### config.mk
export PLATFORM = sky130hd
export DESIGN_NAME = tile_sequencer
export DESIGN_NICKNAME = d
export VERILOG_FILES = /design/src/rtl/tile_pkg.sv /design/src/rtl/seq_proto_check.sv /design/src/rtl/tile_sequencer.sv
export SDC_FILE = /design/constraint.sdc
export NUM_CORES = 1
export LEC_CHECK = 0
export CAP_MARGIN = 40
export CORE_MARGIN = 1
export CORE_UTILIZATION = 53
export CTS_BUF_LIST = sky130_fd_sc_hd__clkbuf_16
export DETAILED_ROUTE_END_ITERATION = 8
export DONT_BUFFER_PORTS = 1
export PLACE_DENSITY_LB_ADDON = 0.2
export SLEW_MARGIN = 20
export SYNTH_ARGS = -nofsm -noshare
export SYNTH_HDL_FRONTEND = slang
export SYNTH_SLANG_ARGS = --single-unit
### constraint.sdc
create_clock -name clock -period 3.85 [get_ports clock]
set_clock_uncertainty 0.1 [all_clocks]
set_input_delay 0.1925 -clock clock [delete_from_list [all_inputs] [get_ports clock]]
set_output_delay 0.1925 -clock clock [all_outputs]
set_load 0.01 [all_outputs]
### src/rtl/tile_pkg.sv
// Shared types and defaults for the brute-force solver tiles and their sequencer.
// The grid edge length comes from the GRID_LEN macro; a 4x4 grid is assumed if
// the build does not define it.
`ifndef GRID_LEN
`define GRID_LEN 4
`endif

package tile_pkg;

  // Sequencer control states: one token holder at a time, two terminal states.
  typedef enum logic [2:0] {
    IDLE,
    GRANT,
    WAIT,
    DONE,
    FAIL
  } seq_fsm_state;

  // Per-tile search states, shared with the tile instances.
  typedef enum logic [1:0] {
    TILE_IDLE,
    TILE_ADVANCE,
    TILE_TEST,
    TILE_PASS
  } tile_fsm_state;

  localparam int NUM_TILES_DEFAULT = `GRID_LEN * `GRID_LEN;

endpackage

### src/rtl/seq_proto_check.sv
// Combinational protocol-violation detector for the tile sequencer.
// Flags pass pulses from a tile that does not hold the token, any pass pulse
// outside WAIT, and a simultaneous forward+backtrack from the token holder.
module seq_proto_check
  import tile_pkg::*;
#(
  parameter int NUM_TILES = NUM_TILES_DEFAULT,
  parameter int IDX_W     = $clog2(NUM_TILES)
) (
  input  seq_fsm_state         state,
  input  logic [IDX_W-1:0]     cur_idx,
  input  logic [NUM_TILES-1:0] passfwd,
  input  logic [NUM_TILES-1:0] passbak,
  output logic                 err_now
);

  localparam logic [NUM_TILES-1:0] ONE = {{(NUM_TILES-1){1'b0}}, 1'b1};

  // Evaluate all three violation classes against the current token holder.
  always_comb begin
    logic [NUM_TILES-1:0] holder;
    logic [NUM_TILES-1:0] any_pass;
    logic                 foreign;
    logic                 off_wait;
    logic                 both;
    holder   = ONE << cur_idx;
    any_pass = passfwd | passbak;
    foreign  = |(any_pass & ~holder);
    off_wait = (|any_pass) && (state != WAIT);
    both     = (state == WAIT) && passfwd[cur_idx] && passbak[cur_idx];
    err_now  = foreign | off_wait | both;
  end

endmodule

### src/rtl/tile_sequencer.sv
// Token controller for the brute-force solver: grants exactly one tile at a
// time, advances on passfwd, retreats on passbak, and reports solved/unsolvable
// at the two ends of the tile array.
// Optional macro TILE_SEQUENCER_STATS_EN adds saturating grant/backtrack counters.
module tile_sequencer
  import tile_pkg::*;
#(
  parameter int NUM_TILES = NUM_TILES_DEFAULT,
  parameter int IDX_W     = $clog2(NUM_TILES)
) (
  input  logic                 clock,
  input  logic                 reset,
  input  logic                 start,
  output logic [NUM_TILES-1:0] myturn,
  input  logic [NUM_TILES-1:0] passfwd,
  input  logic [NUM_TILES-1:0] passbak,
  output logic [IDX_W-1:0]     cur_idx,
  output logic                 busy,
  output logic                 done,
  output logic                 failed,
  output logic                 proto_err
`ifdef TILE_SEQUENCER_STATS_EN
  ,
  output logic [31:0]          grant_count,
  output logic [31:0]          backtrack_count
`endif
);

  localparam logic [NUM_TILES-1:0] ONE      = {{(NUM_TILES-1){1'b0}}, 1'b1};
  localparam logic [IDX_W-1:0]     LAST_IDX = IDX_W'(NUM_TILES - 1);

  seq_fsm_state     state_q, state_d;
  logic [IDX_W-1:0] idx_q, idx_d;
  logic             start_ok;
  logic             restart_clr;
  logic             err_now;
  logic             proto_err_q;

  seq_proto_check #(
    .NUM_TILES (NUM_TILES),
    .IDX_W     (IDX_W)
  ) u_proto_check (
    .state   (state_q),
    .cur_idx (idx_q),
    .passfwd (passfwd),
    .passbak (passbak),
    .err_now (err_now)
  );

  // Next-state and next-index selection; backtrack wins over a simultaneous forward.
  always_comb begin
    // NOTE: every variable gets a default first so no path leaves it unassigned
    // and no latch is inferred.
    state_d  = state_q;
    idx_d    = idx_q;
    start_ok = 1'b0;
    unique case (state_q)
      IDLE, DONE, FAIL: begin
        if (start) begin
          start_ok = 1'b1;
          idx_d    = '0;
          state_d  = GRANT;
        end
      end
      GRANT: state_d = WAIT;
      WAIT: begin
        if (passbak[idx_q]) begin
          if (idx_q == '0) begin
            state_d = FAIL;
          end else begin
            idx_d   = idx_q - 1'b1;
            state_d = GRANT;
          end
        end else if (passfwd[idx_q]) begin
          if (idx_q == LAST_IDX) begin
            state_d = DONE;
          end else begin
            idx_d   = idx_q + 1'b1;
            state_d = GRANT;
          end
        end
      end
      default: state_d = IDLE;
    endcase
  end

  // A restart from a terminal state also wipes the recorded protocol error.
  assign restart_clr = start_ok && ((state_q == DONE) || (state_q == FAIL));

  // State, token index and sticky protocol-error registers.
  always_ff @(posedge clock or negedge reset) begin
    if (!reset) begin
      state_q     <= IDLE;
      idx_q       <= '0;
      proto_err_q <= 1'b0;
    end else begin
      // NOTE: non-blocking assignments keep every register sampling the
      // pre-edge values, independent of statement order.
      state_q     <= state_d;
      idx_q       <= idx_d;
      proto_err_q <= err_now | (proto_err_q & ~restart_clr);
    end
  end

  // Outputs decode registered state only.
  always_comb begin
    myturn    = (state_q == GRANT) ? (ONE << idx_q) : '0;
    cur_idx   = idx_q;
    busy      = (state_q == GRANT) || (state_q == WAIT);
    done      = (state_q == DONE);
    failed    = (state_q == FAIL);
    proto_err = proto_err_q;
  end

`ifdef TILE_SEQUENCER_STATS_EN
  logic bak_move;

  assign bak_move = (state_q == WAIT) && passbak[idx_q] && (idx_q != '0);

  // Saturating activity counters, cleared whenever a solve is (re)started.
  always_ff @(posedge clock or negedge reset) begin
    if (!reset) begin
      grant_count     <= '0;
      backtrack_count <= '0;
    end else if (start_ok) begin
      grant_count     <= '0;
      backtrack_count <= '0;
    end else begin
      if ((state_q == GRANT) && (grant_count != '1)) begin
        grant_count <= grant_count + 32'd1;
      end
      if (bak_move && (backtrack_count != '1)) begin
        backtrack_count <= backtrack_count + 32'd1;
      end
    end
  end
`endif

endmodule
Yosys cells after proc, flatten, opt, wreduce, memory -nomap -nowiden

Index checks and enable logic that the tools add are counted.

Register bits after elaboration: 8
Input bits: 35
Word-level logic and storage cells: 58

$add $sub $neg: 2
$lt $le $gt $ge: 1
Equality and inequality tests: 10
Shift-type cells: 1
Multiplexer cells: 19
Bitwise logic cells: 8
Reductions and logical operators: 14

Operators by type and width:

| operator                                                   | count |
|---|---|
| OR reduction 16 bit                                        | 2 |
| two-way mux 4 bit                                          | 5 |
| AND 16 bit                                                 | 1 |
| two-way mux 16 bit                                         | 1 |
| NOT 16 bit                                                 | 1 |
| bitwise OR 16 bit                                          | 1 |
| << shifter 1 x 4 -> 16 bit, first input constant           | 1 |
| two-way mux 3 bit                                          | 4 |
| inequality test 3 bit, second input constant               | 3 |
| one-hot mux 3 bit (3 select lines)                         | 1 |
| binary-select mux 1 bit (select 4 bit)                     | 2 |
| one-hot mux 4 bit (2 select lines)                         | 1 |
| == test 3 x 2 -> 1 bit, second input constant              | 2 |
| less-than comparator 4 x 5 -> 1 bit, second input constant | 1 |
| AND reduction 5 bit                                        | 1 |
| adder 4 x 1 -> 4 bit, second input constant                | 1 |
| == test 4 bit, second input constant                       | 1 |
| logical AND 1 bit                                          | 4 |
| logical NOT 4 bit                                          | 1 |
| two-way mux 1 bit                                          | 4 |
| subtractor 4 x 1 -> 4 bit, second input constant           | 1 |
| == test 3 x 1 -> 1 bit, second input constant              | 1 |
| == test 3 bit, second input constant                       | 1 |
| logical NOT 3 bit                                          | 1 |
| other kinds (10)                                           | 13 |

Depth between registers and ports, before layout

Depth in word-level cells: 7
Gate-level depth with buffers: 11
Mapped depth without buffers: 9

Modules after synthesis

Synthesis repeated with hierarchy kept, for this count alone.

Cell total of the unflattened synthesis: 212
Area, all modules: 1615.3 um^2

Modules (own cells, without submodules):

| module          | times used | cells each | area an instance (um^2) |
|---|---|---|---|
| tile_sequencer  | 1          | 126        | 1049.8 |
| seq_proto_check | 1          | 86         | 565.5 |

Least setup slack after synthesis

Ideal clock, no wire load.

Path kind: register to register
Start point: register idx_q[1], in the netlist cur_idx[1]
End point: register idx_q[3], in the netlist cur_idx[3]
Library setup time: 79 ps
Arrival time: 2346 ps
Setup slack: 1325 ps
Stages on the path, launching flop included: 12
Period minus slack after synthesis: 2525 ps
Path through: dfrtp_1 -> buf_6 -> buf_12 -> nor2_1 -> a221o_1 -> o22ai_2 -> ha_1 -> a21o_1 -> a21oi_1 -> and2_1 -> mux2i_1 -> mux2i_1

Word-level cells in the longest chain between the ends: 5
Elaborated cells between the ends (all ways): 17
Classes of those cells: add/sub: 2; eq/ne: 4; mux: 9; reduce/logical: 2

Ends and longest elaborated chain:

| what                               | RTL line              | source |
|---|---|---|
| start: declaration                 | tile_sequencer.sv:33  | `logic [IDX_W-1:0] idx_q, idx_d;` |
| start signal: assignment           | tile_sequencer.sv:100 | `idx_q <= idx_d;` |
| adder 4 x 1 -> 4 bit               | tile_sequencer.sv:78  | `idx_d = idx_q + 1'b1;` |
| two-way mux 4 bit                  | tile_sequencer.sv:75  | `if (idx_q == LAST_IDX) begin` |
| two-way mux 4 bit                  | tile_sequencer.sv:74  | `end else if (passfwd[idx_q]) begin` |
| two-way mux 4 bit                  | tile_sequencer.sv:67  | `if (passbak[idx_q]) begin` |
| one-hot mux 4 bit (2 select lines) | tile_sequencer.sv:57  | `unique case (state_q)` |

Several ways; a longest one is shown, not always the timed one. The select of a mux whose other input is x is not followed.
A chain may end at the register's enable or synchronous reset.

Worst setup path after layout

Start point: register idx_q[0], in the netlist cur_idx[0]
End point: register idx_q[3], in the netlist cur_idx[3]

The elaborated chain is that of the path after synthesis.

==> metrics.md <==
| Metric | Value |
|---|---|
| Status | completed |
| Number of port buffers | 0 |
| Worst skew pair latency | 0.23 ns |
| Total number of vias | ~1400 |
| Cell count after synthesis | roughly 170 |
| Max Fclk | 340 MHz |
| Setup slack at placement | between 0.9 and 1 ns |
| Post-synth EDFFs | 0 |
| Slew @ Worst Pin | ~0.73 ns |
| CORE AREA | approximately 0.0023 mm^2 |
| CP arrival | between 2 and 3 ns |
| Final min period | 2.94 ns |
| Crit path required time | around 3.9 ns |
| Worst-path fanout max | 18 |
| TritonCTS Sinks | 8 |
| Final period util | 76.4% |
| Vias in the first global route | around 1300 |
| Clock tree buffer depth | 2 |
| Worst setup margin | just over 0.9 ns |
| Max Slew Vio Count | 0 |
| DRT Pass-1 Iters | 4 |
| Vias per cell | ~7.3 |
| Die area | about 0.0027 mm^2 |
| Nets@finish | roughly 200 |
| Routability Congestion | 0.910 |
| Root buf cell | clkbuf_16 |
| Post-CTS Resized | 0 |
| N_diodes | 0 |
| Yosys warns | 0 |
| Synthesized area | ~0.0013 mm^2 |
| Row count | 17 |
| Post-Syn Nets | between 200 and 250 |
| GRT Residual Overflow | 0 |
| Commonest register cell after synthesis | dfrtp_1 |
| Io pins | 59 |
| Hold Violations, Final | 0 |
| Worst slew margin | 51.6% |
| TritonCTS clock tree | built |
| Die Span X | approximately 52 um |
| Leakage | 0.000520 uW |
| Hold Crit Class | in -> async |
| PD cells | 584 mW/mm^2 |
| Hold slack | 0.212 ns |
| Post-synthesis cell type count | between 50 and 60 |
| DR iter-0 viols | ~70 |
| Die Y | around 52 um |
| Routed WL | 3850 um |
| Synth Area per Inst | about 8 um^2 |
| Max-cap violations | 0 |
| Setup TNS | 0 ns |
| Type of origin of the critical path | register |
| FF+latch count, synth | 8 |
| Wire per inst | just over 20 um |
| Final Power | 817 uW |
| Worst setup EP type | register |
| Initial antenna violation count | 0 |
| Fillers | 204 |
| Largest net degree at the start of global routing | 22 |
| Final setup violating endpoints | 0 |
| Share of cells above drive strength 1 | a little under a tenth |
| CP Class | reg -> reg |
| Peak VDD IR | 0.379 mV |
| Hpwl dp | roughly 3000 um |
| Total number of H-tree levels | 1 |
| Sequential-to-total area share from yosys stat | between 10% and 20% |
| Area grow syn2layout | 4.97% |
| FFs w/ async S/R, synth | 100% |
| GR Util All Layers | between 30% and 40% |
| Initial Util | roughly three fifths |
| CTS clk-pin slew, worst paths | 0.04 ns |
| Unrepaired setup endpoints after global routing | no |
| First-pass GRT wire length | slightly above 6000 um |
| DRC | 0 |
| Total CTS buffers | 3 |
| Post-route antenna net violation count | 0 |
cell families (layout without fill, tap and decap cells):
group	Yosys count	after routing	synth area share (%)
AOI/OAI and AO/OA	34	34	21.3
DFF	8	8	15.0
adders and majority gates	3	3	3.38
muxes	20	20	20.4
xor gates and xnor gates	1	1	0.657
buffers and inverters	16	11	6.57
and+or+nand+nor	84	84	32.7
stage by stage:
| stage | instances | instance area, um^2 | utilization [%] |
|---|---|---|---|
| finish | 189 | 1400 | 60.9 |
| global route | 189 | 1400 | 60.9 |
| CTS | 189 | 1400 | 60.9 |
| detailed placement | 185 | 1320 | 57.2 |
| global placement | 185 | 1320 | 57.2 |
| floorplan | 166 | 1330 | - |
registers in the layout, summed over array words and instances, names as in the netlist:
register and flops:
proto_err 1, state_q 3, cur_idx 4
Yosys cell counts (2+ instances only):
| cell type | n | share of area (%) |
|---|---|---|
| mux2i_1 | 14 | 11 |
| and2_1 | 4 | 1.9 |
| a22oi_1 | 2 | 1.1 |
| buf_2 | 3 | 1.1 |
| nand3_1 | 3 | 1.1 |
| nand4_1 | 5 | 2.3 |
| a21oi_1 | 3 | 1.1 |
| a221o_1 | 2 | 1.5 |
| nand2_1 | 9 | 2.5 |
| nor4bb_1 | 2 | 1.5 |
| o31ai_1 | 3 | 1.7 |
| nor4_1 | 5 | 2.3 |
| o21ai_0 | 6 | 2.3 |
| nand2b_1 | 3 | 1.4 |
| dfrtp_1 | 8 | 15 |
| inv_1 | 5 | 1.4 |
| nor2b_1 | 4 | 1.9 |
| nor2_1 | 32 | 9.0 |
| mux4_2 | 4 | 6.8 |
| clkbuf_1 | 6 | 1.7 |
| or4_1 | 2 | 1.1 |
| nor3_1 | 7 | 2.6 |
| nor3b_1 | 2 | 1.1 |
| ha_1 | 2 | 1.9 |
| o22ai_1 | 2 | 0.94 |
critical path, cell delays in order, from the launching register on:
cell and delay [ns]:
dfrtp_1 0.80, inv_1 0.27, a221o_1 0.36, o22ai_2 0.33
ha_1 0.32, a21o_1 0.18, a21oi_1 0.16, and2_1 0.14
mux2i_1 0.07, mux2i_1 0.12
area by class of cell:
cell class	count	area [um^2]	share of cell area [%]
timing repair buffer	3	25.0	1.79
sequential	8	200	14.3
multi-input combinational	142	1050	74.7
inverter	5	18.8	1.34
tap	28	35.0	2.50
clock buffer	3	75.1	5.36
power breakdown:
part	internal [uW]	total [uW]	switching [uW]	leakage, uW
clock network	134	177	42.8	0.0000370
registers	107	181	74.3	0.000100
logic	199	459	260	0.000382
total	440	817	377	0.000520
metal layers:
metal	GRT usage, %	vias up	share of wire, %
met1	41.7	671	40
met3	1.46	6	8.5
met2	53.2	86	50
li1	-	626	-
met5	0	-	0
met4	8.77	0	1.4
worst paths after layout:
check                                 from         end  slack (ns)  cells after the start
worst max-delay path            cur_idx[0]  cur_idx[3]        0.91                      9
worst min-delay path                 reset  cur_idx[0]        0.21                      1
worst max register to register  cur_idx[0]  cur_idx[3]        0.91                      9
worst min register to register  state_q[2]  state_q[0]        0.53                      1
max in group asynchronous            reset  state_q[2]        3.17                      1
min in group clock                   start  state_q[2]        0.22                      2
timing repair:
action / CTS / global route
buffers inserted: 0 / 0
hold buffers: 1 / 0
endpoints found under the hold margin: 8 / 0
layout by cell type (no fill, tap or decap), types with 2 or more instances in the layout:
cell type and count:
and2_1 4, nand3_1 3, o21ai_0 6, nor4_1 5, inv_1 5, mux2i_1 14, a22oi_1 2, nor4bb_1 2
nor2_1 32, or4_1 2, clkbuf_16 3, nand4_1 5, buf_4 2, nor3_1 7, dfrtp_1 8, a21oi_1 3
nand2_1 9, ha_1 2, o22ai_1 2, o31ai_1 3, a221o_1 2, nand2b_1 3, nor2b_1 4, nor3b_1 2
mux4_2 4
Power figures use the tool's default switching activity.
